`config.mk`:
```
export PLATFORM = sky130hd
export DESIGN_NAME = key_loader
export DESIGN_NICKNAME = d
export VERILOG_FILES = /design/src/rtl/key_loader.sv
export SDC_FILE = /design/constraint.sdc
export NUM_CORES = 1
export LEC_CHECK = 0
export CORE_MARGIN = 10
export CORE_UTILIZATION = 30
export CTS_CLUSTER_DIAMETER = 100
export CTS_CLUSTER_SIZE = 12
export DETAILED_ROUTE_END_ITERATION = 12
export SLEW_MARGIN = 40
export SYNTH_ARGS = -nofsm -noshare
export SYNTH_HDL_FRONTEND = slang
export SYNTH_SLANG_ARGS = --single-unit
```
`constraint.sdc`:
```
create_clock -name CLK -period 1.9 [get_ports CLK]
set_clock_uncertainty 0.1 [all_clocks]
set_input_delay 0.38 -clock CLK [delete_from_list [all_inputs] [get_ports CLK]]
set_output_delay 0.38 -clock CLK [all_outputs]
set_load 0.03 [all_outputs]
```
`src/rtl/key_loader.sv`:
```
// Purpose : receives a serial key frame plus even parity and commits it once to the key
//           inputs of the locked core; a decoy key is driven until a commit succeeds.
// Latency : KEY_W data-bit cycles, one parity cycle, one commit cycle; D and KEY_LOCKED
//           update at the clock edge that ends the commit cycle.
// Backpressure: KEY_RDY is high only in SHIFT/PARITY, and KEY_VLD low stalls indefinitely.
//           LOCKED and LOCKOUT are terminal until RST.
//
// Ports: CLK/RST (async active-high) | LOAD_START starts a frame | KEY_SI/KEY_VLD/KEY_RDY
//        carry serial key bits MSB first, then parity | D drives the key | KEY_LOCKED,
//        KEY_ERR, LOCKOUT and TRY_CNT report status.
module key_loader #(
    parameter int                KEY_W     = 2,
    parameter int                MAX_TRY   = 3,
    parameter logic [KEY_W-1:0]  DECOY_KEY = '0
) (
    input  logic             CLK,
    input  logic             RST,
    input  logic             LOAD_START,
    input  logic             KEY_SI,
    input  logic             KEY_VLD,
    output logic             KEY_RDY,
    output logic [KEY_W-1:0] D,
    output logic             KEY_LOCKED,
    output logic             KEY_ERR,
    output logic             LOCKOUT,
    output logic [3:0]       TRY_CNT
);

    // The counter only has to reach KEY_W-1: the last data bit moves the FSM to PARITY.
    localparam int CW = (KEY_W > 1) ? $clog2(KEY_W) : 1;

    typedef enum logic [2:0] {
        S_IDLE,
        S_SHIFT,
        S_PARITY,
        S_COMMIT,
        S_LOCKED,
        S_LOCKOUT
    } state_t;

    state_t           state, state_nxt;
    logic [KEY_W-1:0] sreg;
    logic [KEY_W-1:0] d_reg;
    logic [CW-1:0]    bit_cnt;
    logic             key_locked;
    logic             key_err;
    logic [3:0]       try_cnt;

    logic             frame_clr;
    logic             shift_en;
    logic             frame_fail;
    logic             parity_ok;
    logic [3:0]       try_nxt;

    // Even parity across key bits and the parity bit.
    assign parity_ok = ~((^sreg) ^ KEY_SI);

    // The lockout transition happens at MAX_TRY, so saturation only guards against
    // an unreachable overflow.
    assign try_nxt = (try_cnt < 4'(MAX_TRY)) ? try_cnt + 4'd1 : try_cnt;

    always_comb begin
        state_nxt  = state;
        frame_clr  = 1'b0;
        shift_en   = 1'b0;
        frame_fail = 1'b0;
        case (state)
            S_IDLE: begin
                // A KEY_VLD in the same cycle as LOAD_START is dropped on purpose.
                if (LOAD_START) begin
                    state_nxt = S_SHIFT;
                    frame_clr = 1'b1;
                end
            end
            S_SHIFT: begin
                if (KEY_VLD) begin
                    shift_en = 1'b1;
                    if (bit_cnt == CW'(KEY_W - 1)) begin
                        state_nxt = S_PARITY;
                    end
                end
            end
            S_PARITY: begin
                if (KEY_VLD) begin
                    if (parity_ok) begin
                        state_nxt = S_COMMIT;
                    end else begin
                        frame_fail = 1'b1;
                        state_nxt  = (try_nxt >= 4'(MAX_TRY)) ? S_LOCKOUT : S_IDLE;
                    end
                end
            end
            S_COMMIT:  state_nxt = S_LOCKED;
            S_LOCKED:  state_nxt = S_LOCKED;
            S_LOCKOUT: state_nxt = S_LOCKOUT;
            default:   state_nxt = S_IDLE;
        endcase
    end

    always_ff @(posedge CLK or posedge RST) begin
        if (RST) begin
            state <= S_IDLE;
        end else begin
            state <= state_nxt;
        end
    end

    // The shift register is kept separate from d_reg so D is stable while a frame arrives.
    always_ff @(posedge CLK or posedge RST) begin
        if (RST) begin
            sreg       <= '0;
            bit_cnt    <= '0;
            d_reg      <= DECOY_KEY;
            key_locked <= 1'b0;
            key_err    <= 1'b0;
            try_cnt    <= 4'd0;
        end else begin
            if (frame_clr) begin
                sreg    <= '0;
                bit_cnt <= '0;
                key_err <= 1'b0;
            end
            if (shift_en) begin
                sreg    <= (sreg << 1) | KEY_W'(KEY_SI);
                bit_cnt <= bit_cnt + CW'(1);
            end
            if (frame_fail) begin
                key_err <= 1'b1;
                try_cnt <= try_nxt;
            end
            if (state == S_COMMIT) begin
                d_reg      <= sreg;
                key_locked <= 1'b1;
            end
        end
    end

    assign KEY_RDY    = (state == S_SHIFT) || (state == S_PARITY);
    assign LOCKOUT    = (state == S_LOCKOUT);
    assign D          = (state == S_LOCKOUT) ? DECOY_KEY : d_reg;
    assign KEY_LOCKED = key_locked;
    assign KEY_ERR    = key_err;
    assign TRY_CNT    = try_cnt;

endmodule

```
==> qor_table.md <==
| Group | Parameter | This run |
| --- | --- | --- |
| synth | Post-synth top flop | sky130_fd_sc_hd__dfrtp_1 |
| clock tree | TritonCTS clock tree | built |
| sta | Share of the cycle needed by the critical path after routing | 96.7% |
| global routing | Aggregate global-route resource usage | 6.74% |
| clock tree | Clock Sink Count | 14 |
| route | Number of DRC violations after detailed routing | 0 |
| clock tree | TritonCTS Buffers | 3 |
| worst setup path | Worst path arrival time | 1360 ps |
| worst setup path | Element type at the critical path end | output pin |
| final layout | Final standard cell area without fillers | 1000 um^2 |
| die | Std-Cell Core Area | 2480 um^2 |
| placement | Area of placed instances | 963 um^2 |
| synth | Post-synth net total | 80 |
| final layout | Antenna diode instance count | 0 |
| synth | Sequential cell area fraction in the yosys report | 45.1% |
| worst setup path | Endpoint required time on the critical path | 1420 ps |
| synth | Per-instance average area after synthesis | 10.5 um^2 |
| final layout | Share of cells above drive strength 1 | 25.3% |
| clock tree | Hold bufs inserted after CTS | 0 |
| synth | Share of flip-flops with an asynchronous set or reset after synthesis | 100% |
| worst setup path | Critical Path, Cell by Cell | clkdlybuf4s50_1 |
| sta | Worst hold-check slack | 326 ps |
| outcome | Status | finished clean |
| final layout | Storage cell area | 350 um^2 |
| worst setup path | Worst Path Class, Setup | reg2out |
| power | Pwr dens | 1580 nW/um^2 |
| global routing | Wire length of the first global-routing pass | 2.79 mm |
| sta | Minimum period implied by the final worst setup slack | 1840 ps |
| route | Vias post-DR | 575 |
| placement | DP HPWL | 1.24 mm |
| sta | Number of max-slew violations in the final report | 0 |
| synth | Post-Syn Instances | 74 |
| placement | Count of input and output buffers | 14 |
| die | I/O pin cnt | 15 |
| route | Via density per instance | 4.75 |
| flow run | Max-cap violations | 0 |
| sta | Final Hold Vio Count | 0 |
| die | Die footprint | 5030 um^2 |
| global routing | Remaining Overflow, GRT | 0 |
| clock tree | Number of setup buffers added after CTS | 0 |
| sta | Relative slew slack | 64.1% |
| die | FP Rows | 18 |
| final layout | Final net count | 98 |
| synth | Yosys cell types | 36 |
| die | Die X | 70.9 um |
| route | DRT Wirelength | 1.64 mm |
| global routing | Pin count of the biggest net entering global routing | 15 |
| route | Residual antenna-violating net count after detailed routing | 0 |
| clock tree | Post-CTS clock slew at the launch and capture registers of the worst setup and hold paths | 80 ps |
| global routing | Initial antenna violation count | 0 |
| sta | Setup Viol. Count Final | 0 |
| die | Starting density of the core | 31.4% |
| clock tree | H-tree level count | 1 |
| route | 1st-iter DRT viols | 27 |
| synth | Number of storage elements in the synthesis netlist | 14 |
| sta | Worst-margin pin slew | 538 ps |
| final layout | Flip-flop count of the largest register after layout | 4 |
| final layout | Area taken by multi-input logic gates | 387 um^2 |
| clock tree | Post-cts repair resize count | 7 |
| worst setup path | CP startpoint kind | flop |
| clock tree | Root buffer cell | sky130_fd_sc_hd__clkbuf_4 |
| sta | Highest clock rate | 0.544 GHz |
| hold path | Hold/Removal Path Class | reg2reg |
| placement | GPL Wtd Cong | 0.696 |
| synth | Yosys warnings | 0 |
| route | Average wire per cell in the routed design | 13.6 um |
| clock tree | Clk Latency, worst-skew pair | 280 ps |
| global routing | Vias in the first global route | 641 |
| final layout | Number of filler cells placed in the layout | 282 |
| worst setup path | Number of buffer and inverter instances along the worst setup path | 1 |
| sta | Setup repair after global routing missed its margin | true |
| final layout | Area grow syn2layout | 29.0% |
| worst setup path | Critical-path top delay cell | sky130_fd_sc_hd__clkdlybuf4s50_1 |
| clock tree | Clock tree buffer depth | 2 |
| worst setup path | Largest delay share family, worst path | buffers and inverters |
| power | Leakage power total | 0.507 nW |
| power | Worst vdd rail ir drop | 0.621 mV |
| die | Vertical extent of the die | 70.9 um |
| synth | Number of synthesized flops with an enable pin | 0 |
| worst setup path | Largest fanout of any net on the critical path | 4 |
| synth | Combined area of all synthesized cells | 777 um^2 |
| final layout | Final core utilization | 40.5% |
| worst setup path | Delay of the slowest cell on the worst path | 690 ps |
| route | Iteration count of the initial detailed-routing pass | 3 |
## cell usage in the layout, fill, tap and decap left out, types with 2 or more instances in the layout
| master | count |
|---|---|
| sky130_fd_sc_hd__and2_1 | 3 |
| sky130_fd_sc_hd__dfrtp_1 | 14 |
| sky130_fd_sc_hd__clkdlybuf4s50_1 | 7 |
| sky130_fd_sc_hd__a22o_1 | 3 |
| sky130_fd_sc_hd__nand2_1 | 6 |
| sky130_fd_sc_hd__buf_4 | 7 |
| sky130_fd_sc_hd__o22ai_1 | 2 |
| sky130_fd_sc_hd__xnor2_1 | 2 |
| sky130_fd_sc_hd__nand2b_1 | 2 |
| sky130_fd_sc_hd__nor2_1 | 4 |
| sky130_fd_sc_hd__dlymetal6s2s_1 | 2 |
| sky130_fd_sc_hd__o21ai_0 | 4 |
| sky130_fd_sc_hd__inv_1 | 5 |
| sky130_fd_sc_hd__clkbuf_4 | 3 |
## through the flow
| step | setup TNS, ps | instances | setup WS [ps] | total power [mW] |
|---|---|---|---|---|
| finish | 0 | 121 | 62.1 | 1.59 |
| global route | -17.2 | 121 | -13.5 | 1.72 |
| CTS | 0 | 121 | 24.0 | 1.61 |
| detailed placement | 0 | 117 | 26.8 | 1.40 |
| global placement | 0 | 117 | 42.4 | 1.39 |
| floorplan | 0 | 74 | 278 | 1.10 |
## worst register-to-register path: stages (launching register included)
cell and delay (ps):
sky130_fd_sc_hd__dfrtp_1 440, sky130_fd_sc_hd__ha_1 250, sky130_fd_sc_hd__a311o_1 270, sky130_fd_sc_hd__a21oi_1 230
sky130_fd_sc_hd__a211oi_1 130
## Yosys cell counts (all sizes together) (2+ instances only)
cell type  instances  share of area (%)
dfrtp             14                 45
nand2              6                2.9
inv                5                2.4
a22o               4                4.7
clkbuf             4                1.9
nor2               4                1.9
o21ai              4                2.6
and2               3                2.4
a21oi              2                1.8
buf                2                1.1
nand2b             2                1.6
o22ai              2                1.6
xnor2              2                2.3
## kinds of logic (layout without fill, tap and decap cells)
family / count (synthesis) / count (layout) / share of synthesized area [%]
AOI/OAI and AO/OA: 21 / 21 / 21.3
xor gates and xnor gates: 3 / 3 / 5.47
adders and majority gates: 1 / 1 / 1.61
buffers and inverters: 11 / 28 / 5.47
DFF: 14 / 14 / 45.1
muxes: 2 / 2 / 3.22
and+or+nand+nor: 22 / 22 / 17.9
## report_power, final
| part | switching [mW] | internal, mW | total, mW |
|---|---|---|---|
| logic | 0.500 | 0.400 | 0.900 |
| registers | 0.0734 | 0.401 | 0.474 |
| clock network | 0.0958 | 0.117 | 0.212 |
## area by class of cell
class	count	area share, %
clock buffer	4	3.62
inverter	5	1.87
multi-input combinational	49	38.6
sequential	14	35.0
tap	30	3.75
timing repair buffer	19	17.2
## final timing paths
kind                                 start          to  slack [ps]  cells after the start
worst max-delay path            TRY_CNT[3]  TRY_CNT[3]          60                      1
worst min-delay path            TRY_CNT[2]  TRY_CNT[2]         330                      0
worst max register to register  TRY_CNT[0]    state[2]         350                      4
worst min register to register  TRY_CNT[2]  TRY_CNT[2]         330                      0
max in group asynchronous              RST    d_reg[1]        1010                      2
min in group asynchronous              RST    state[1]         340                      2
## per-layer routing
metal  wire length, um  share of wire [%]  vias up  GRT usage, %
li1                  -                  -      294             -
met1               658                 40      268          6.46
met2               823                 50       11          11.4
met3               141                8.6        2          4.32
met4                21                1.3        0          2.58
met5                 0                  0        -             0
No activity file was read; power rests on OpenSTA's default activity.
==> RTL edit 1: new RTL, config.mk and constraints unchanged <==
The 6 states of `state_t` get a one-hot encoding in 6 bits.
--- a/src/rtl/key_loader.sv
+++ b/src/rtl/key_loader.sv
@@ -30,11 +30,11 @@
     localparam int CW = (KEY_W > 1) ? $clog2(KEY_W) : 1;
 
-    typedef enum logic [2:0] {
-        S_IDLE,
-        S_SHIFT,
-        S_PARITY,
-        S_COMMIT,
-        S_LOCKED,
-        S_LOCKOUT
+    typedef enum logic [5:0] {
+        S_IDLE    = 6'b000001,
+        S_SHIFT   = 6'b000010,
+        S_PARITY  = 6'b000100,
+        S_COMMIT  = 6'b001000,
+        S_LOCKED  = 6'b010000,
+        S_LOCKOUT = 6'b100000
     } state_t;
 
Formal check against the unedited RTL: no difference found for any inputs over 10 cycles, from zero or initial values and one cycle with RST high; not proved beyond that.
==> RTL edit 1 against the unedited design <==
Fmax shrank 15%; synthesized cell count grew 15%; sequential cell count grew 3; cell count grew 24%; register-to-register slack lost 0.49 ns; clock power shrank 13%; setup slack lost 0.33 ns; the run now ends with negative setup slack left; final area grew 29%; largest power group unchanged; routed wire length grew 32%; total power shrank 20%; core utilization grew 2.7 points; critical path type unchanged; first-iteration DRC count grew 3.7%; area after synthesis grew 19%.
==> RTL edit 1: results (changes against the unedited design) <==
status finished, violations left; failing checks negative setup slack; routed vias/inst 5.06 (+6.5%); grt met1 use 8.97% (+2.5 points); Signal buf overhead 22.2% (+5.0 points); vias in the first global route 756 (+18%); Hold Worst Slack 0.294 ns (-0.0316 ns); final-layout fill cell count 294 (+4.3%); Synth area leaders dfrtp_1, o21ai_0, nor4b_2, dfstp_2, xor3_1; wire length on met3 68 um (-52%); worst setup path end KEY_RDY; first-pass GRT wire length 3.46 mm (+24%); M3 GR Usage 0.911% (-3.4 points); Placed Instance Area 1180 um2 (+22%); worst vdd ir 397 uV (-36%); crit path DAT 1.69 ns (+0.33 ns); GR Util met2 13.5% (+2.1 points); Final Instance Count excl. Fillers 150 (+24%); largest net degree at the start of global routing 18 (+3); sequential fraction of the synthesis area 46.3% (+1.2 points); post-route setup slack -0.269 ns (-0.332 ns); Starting DRT DRC Count 28 (+3.7%); WL met1 924 um (+40%); multi-input gates 58 (+18%); Post-Syn Nets 91 (+14%); dpl cells 142 (+21%); multi-input combinational area share 38.1% (-0.51 points); R2R depth 7 (+3); Netlist cell types 42 (+17%); RePlAce Congestion 0.766 (+10%); top post-synthesis cells by count dfrtp_1, o21ai_0, inv_1; Seq/total area 32.9% (-2.0 points); worst r2r dst state[1]; syn_area_per_cell 10.8 um2 (+3.3%); Overall Power 0.00127 W (-20%); CTS clk-pin slew, worst paths 0.10 ns (+0.02 ns); Total GRT Usage 7.78% (+1.0 points); first-pass detailed-route iteration total 4 (+1); P_leak 0.633 nW (+25%); Internal 0.000814 W (-11%); Setup Viol. Count Final 5 (+5); Reg2Reg Launch Point state[3]; DPL Wire Length 1.65 mm (+34%); drt wl/cell 14.5 um (+6.6%); non-clock buffer count 33 (+14)
==> RTL edit 1: cell count changes in the layout (fill, tap and decap cells not counted), sizes merged, moves of 3 or more <==
cell / unedited run / this run
buf: 8 / 23
a22o: 4 / 1
a31oi: 0 / 3
nand2: 6 / 3
nand3: 1 / 4
nor4b: 0 / 3
==> RTL edit 1: critical path: stages, from the launching register on <==
cell and delay (ns):
dfrtp_1 0.40, buf_6 0.14, or4b_4 0.54, o22ai_4 0.18, buf_6 0.15
==> RTL edit 1: cell families (layout without fill, tap and decap cells) <==
kind of cell,Yosys count,count (layout),share of synthesized area (%)
AO/OA/AOI/OAI,18,18,13.3
XOR/XNOR,4,4,5.43
multiplexers,2,2,2.44
buffers and inverters,10,42,6.38
flip-flops,17,17,46.3
AND/OR/NAND/NOR,32,32,23.6
adder cells (fa/ha/maj),2,2,2.58
==> RTL edit 1: repair_timing <==
action	in CTS	in global routing
setup buffers	4	1
pin swaps	7	7
endpoints found under the setup margin	8	13
resized for setup	20	5
hold endpoints to repair	0	0
==> RTL edit 2: new RTL, same flow settings <==
Made on the original files. Change the parameter `KEY_W` from 2 to 1.
--- a/src/rtl/key_loader.sv
+++ b/src/rtl/key_loader.sv
@@ -10,5 +10,5 @@
 //        KEY_ERR, LOCKOUT and TRY_CNT report status.
 module key_loader #(
-    parameter int                KEY_W     = 2,
+    parameter int                KEY_W     = 1,
     parameter int                MAX_TRY   = 3,
     parameter logic [KEY_W-1:0]  DECOY_KEY = '0
Interface: changed (resized D); port bits go from 15 to 14. The function was not compared with the original's and may differ.
==> RTL edit 2 against the unedited design <==
Routed wire length is 13% lower; sequential power increased by 4.4%; total power shrank 14%; final area shrank 17%; sequential cell count is 2 lower; area after synthesis fell by 15%; worst hold slack worse by 0.015 ns; highest routed layer unchanged; non-clock buffer count decreased by 5; core utilization is 0.63 points higher; setup slack better by 0.0070 ns.
==> RTL edit 2: results (changes against the unedited design) <==
status completed; R2R Setup Slk 0.18 ns (-0.17 ns); WL final 1.43 mm (-13%); Psw 0.000578 W (-14%); multiplexer share of the synthesized area 5.48% (+2.3 points); sequential fraction of the synthesis area 45.4% (+0.28 points); vias in the first global route 508 (-21%); final-layout fill cell count 198 (-30%); CTS root buf clkbuf_4; RePlAce Congestion 0.721 (+3.7%); largest net degree at the start of global routing 13 (-2); share of layout cells above drive strength 1 23.0% (-2.3 points); IO buf count 13 (-1); Top delay family on crit path buffers and inverters; DPL Wire Length 1.11 mm (-10%); via count 485 (-16%); first-pass detailed-route iteration total 4 (+1); critical path's slowest cell clkdlybuf4s50_1; Post-Synth XOR/XNOR Area 6.43% (+0.95 points); syn_area_per_cell 10.9 um2 (+3.3%); Post-synth ARST share 100% (unchanged); routed vias/inst 4.80 (+1.1%); Post-Syn Nets 67 (-16%); ant diodes 0 (unchanged); top post-synthesis cells by count dfrtp_1, nor2_1, inv_1, nand2b_1, xnor2_1; first-pass GRT wire length 2.37 mm (-15%); Total GRT Usage 6.97% (+0.22 points); Post-Synth Adder-Cell Area 1.89% (+0.28 points); worst hold path class in2async; Synth area leaders dfrtp_1, xnor2_1, nand2b_1, nor2_1, xor2_2; Layout Nets 81 (-17%); Netlist cell types 37 (+2.8%); H-tree levels 1 (unchanged); Starting DRT DRC Count 14 (-48%); worst vdd ir 672 uV (+8.4%); initial antenna violation count 0 (unchanged); Hold Worst Slack 0.311 ns (-0.0146 ns); Worst slew margin 68.8% (+4.7 points); P_leak 0.359 nW (-29%); dpl cells 97 (-17%); Placed Instance Area 795 um2 (-18%); Synth Area in Compound Gates 15.7% (-5.6 points)
## RTL edit 2: metal layers
metal	up-vias	track usage, %	wire length, um	share of wire, %
met5	-	0	0	0
met4	0	5.38	32	2.2
met3	2	2.01	71	5.0
met2	10	10.3	642	45
met1	229	8.21	685	48
li1	244	-	-	-
## RTL edit 2: final cells by class
class                   instances  area share, %
clock buffers                   4           4.37
inverters                       4           1.81
multi-input cells              40           38.0
repair buffers                 14           15.5
flip-flops and latches         12           36.3
well taps                      27           4.07
## RTL edit 2: per-stage QoR
step                setup WS [ns]  util (%)  total power (W)
floorplan                  0.0361         -         0.000981
global placement           0.0843      39.3          0.00117
detailed placement         0.0264      39.3          0.00117
CTS                        0.0438      41.0          0.00138
global route              0.00622      41.1          0.00146
finish                     0.0691      41.1          0.00136
## RTL edit 2: final timing paths
path | startpoint | endpoint | depth (start not counted)
hold reg to reg | flop | flop | 0
max in group asynchronous | RST | state[1] | 2
min in group CLK | flop | flop | 0
setup reg to reg | TRY_CNT[0] | TRY_CNT[1] | 4
hold / removal | RST | state[0] | 2
setup / recovery | TRY_CNT[1] | TRY_CNT[1] | 1
## RTL edit 2: power by group through the flow
| stage | Clock (W) | Combinational (W) | Sequential (W) |
|---|---|---|---|
| after CTS | 0.000218 | 0.000671 | 0.000493 |
| after global placement | 0 | 0.000669 | 0.000498 |
| after detailed placement | 0 | 0.000674 | 0.000498 |
| after floorplan | 0 | 0.000490 | 0.000490 |
| after global routing | 0.000225 | 0.000726 | 0.000513 |
| final | 0.000205 | 0.000659 | 0.000495 |
## RTL edit 2: what timing repair did
item | CTS | global route
gates cloned | 0 | 0
setup buffers | 0 | 0
endpoints found under the setup margin | 1 | 1
resized for setup | 1 | 1
pin swaps | 0 | 0
## RTL edit 2: logic make-up (layout without fill, tap and decap cells)
kind of cell	count (synthesis)	after routing
AO/OA/AOI/OAI	13	13
XOR/XNOR	4	4
adder cells (fa/ha/maj)	1	1
buffers and inverters	9	22
flip-flops	12	12
multiplexers	3	3
AND/OR/NAND/NOR	19	19
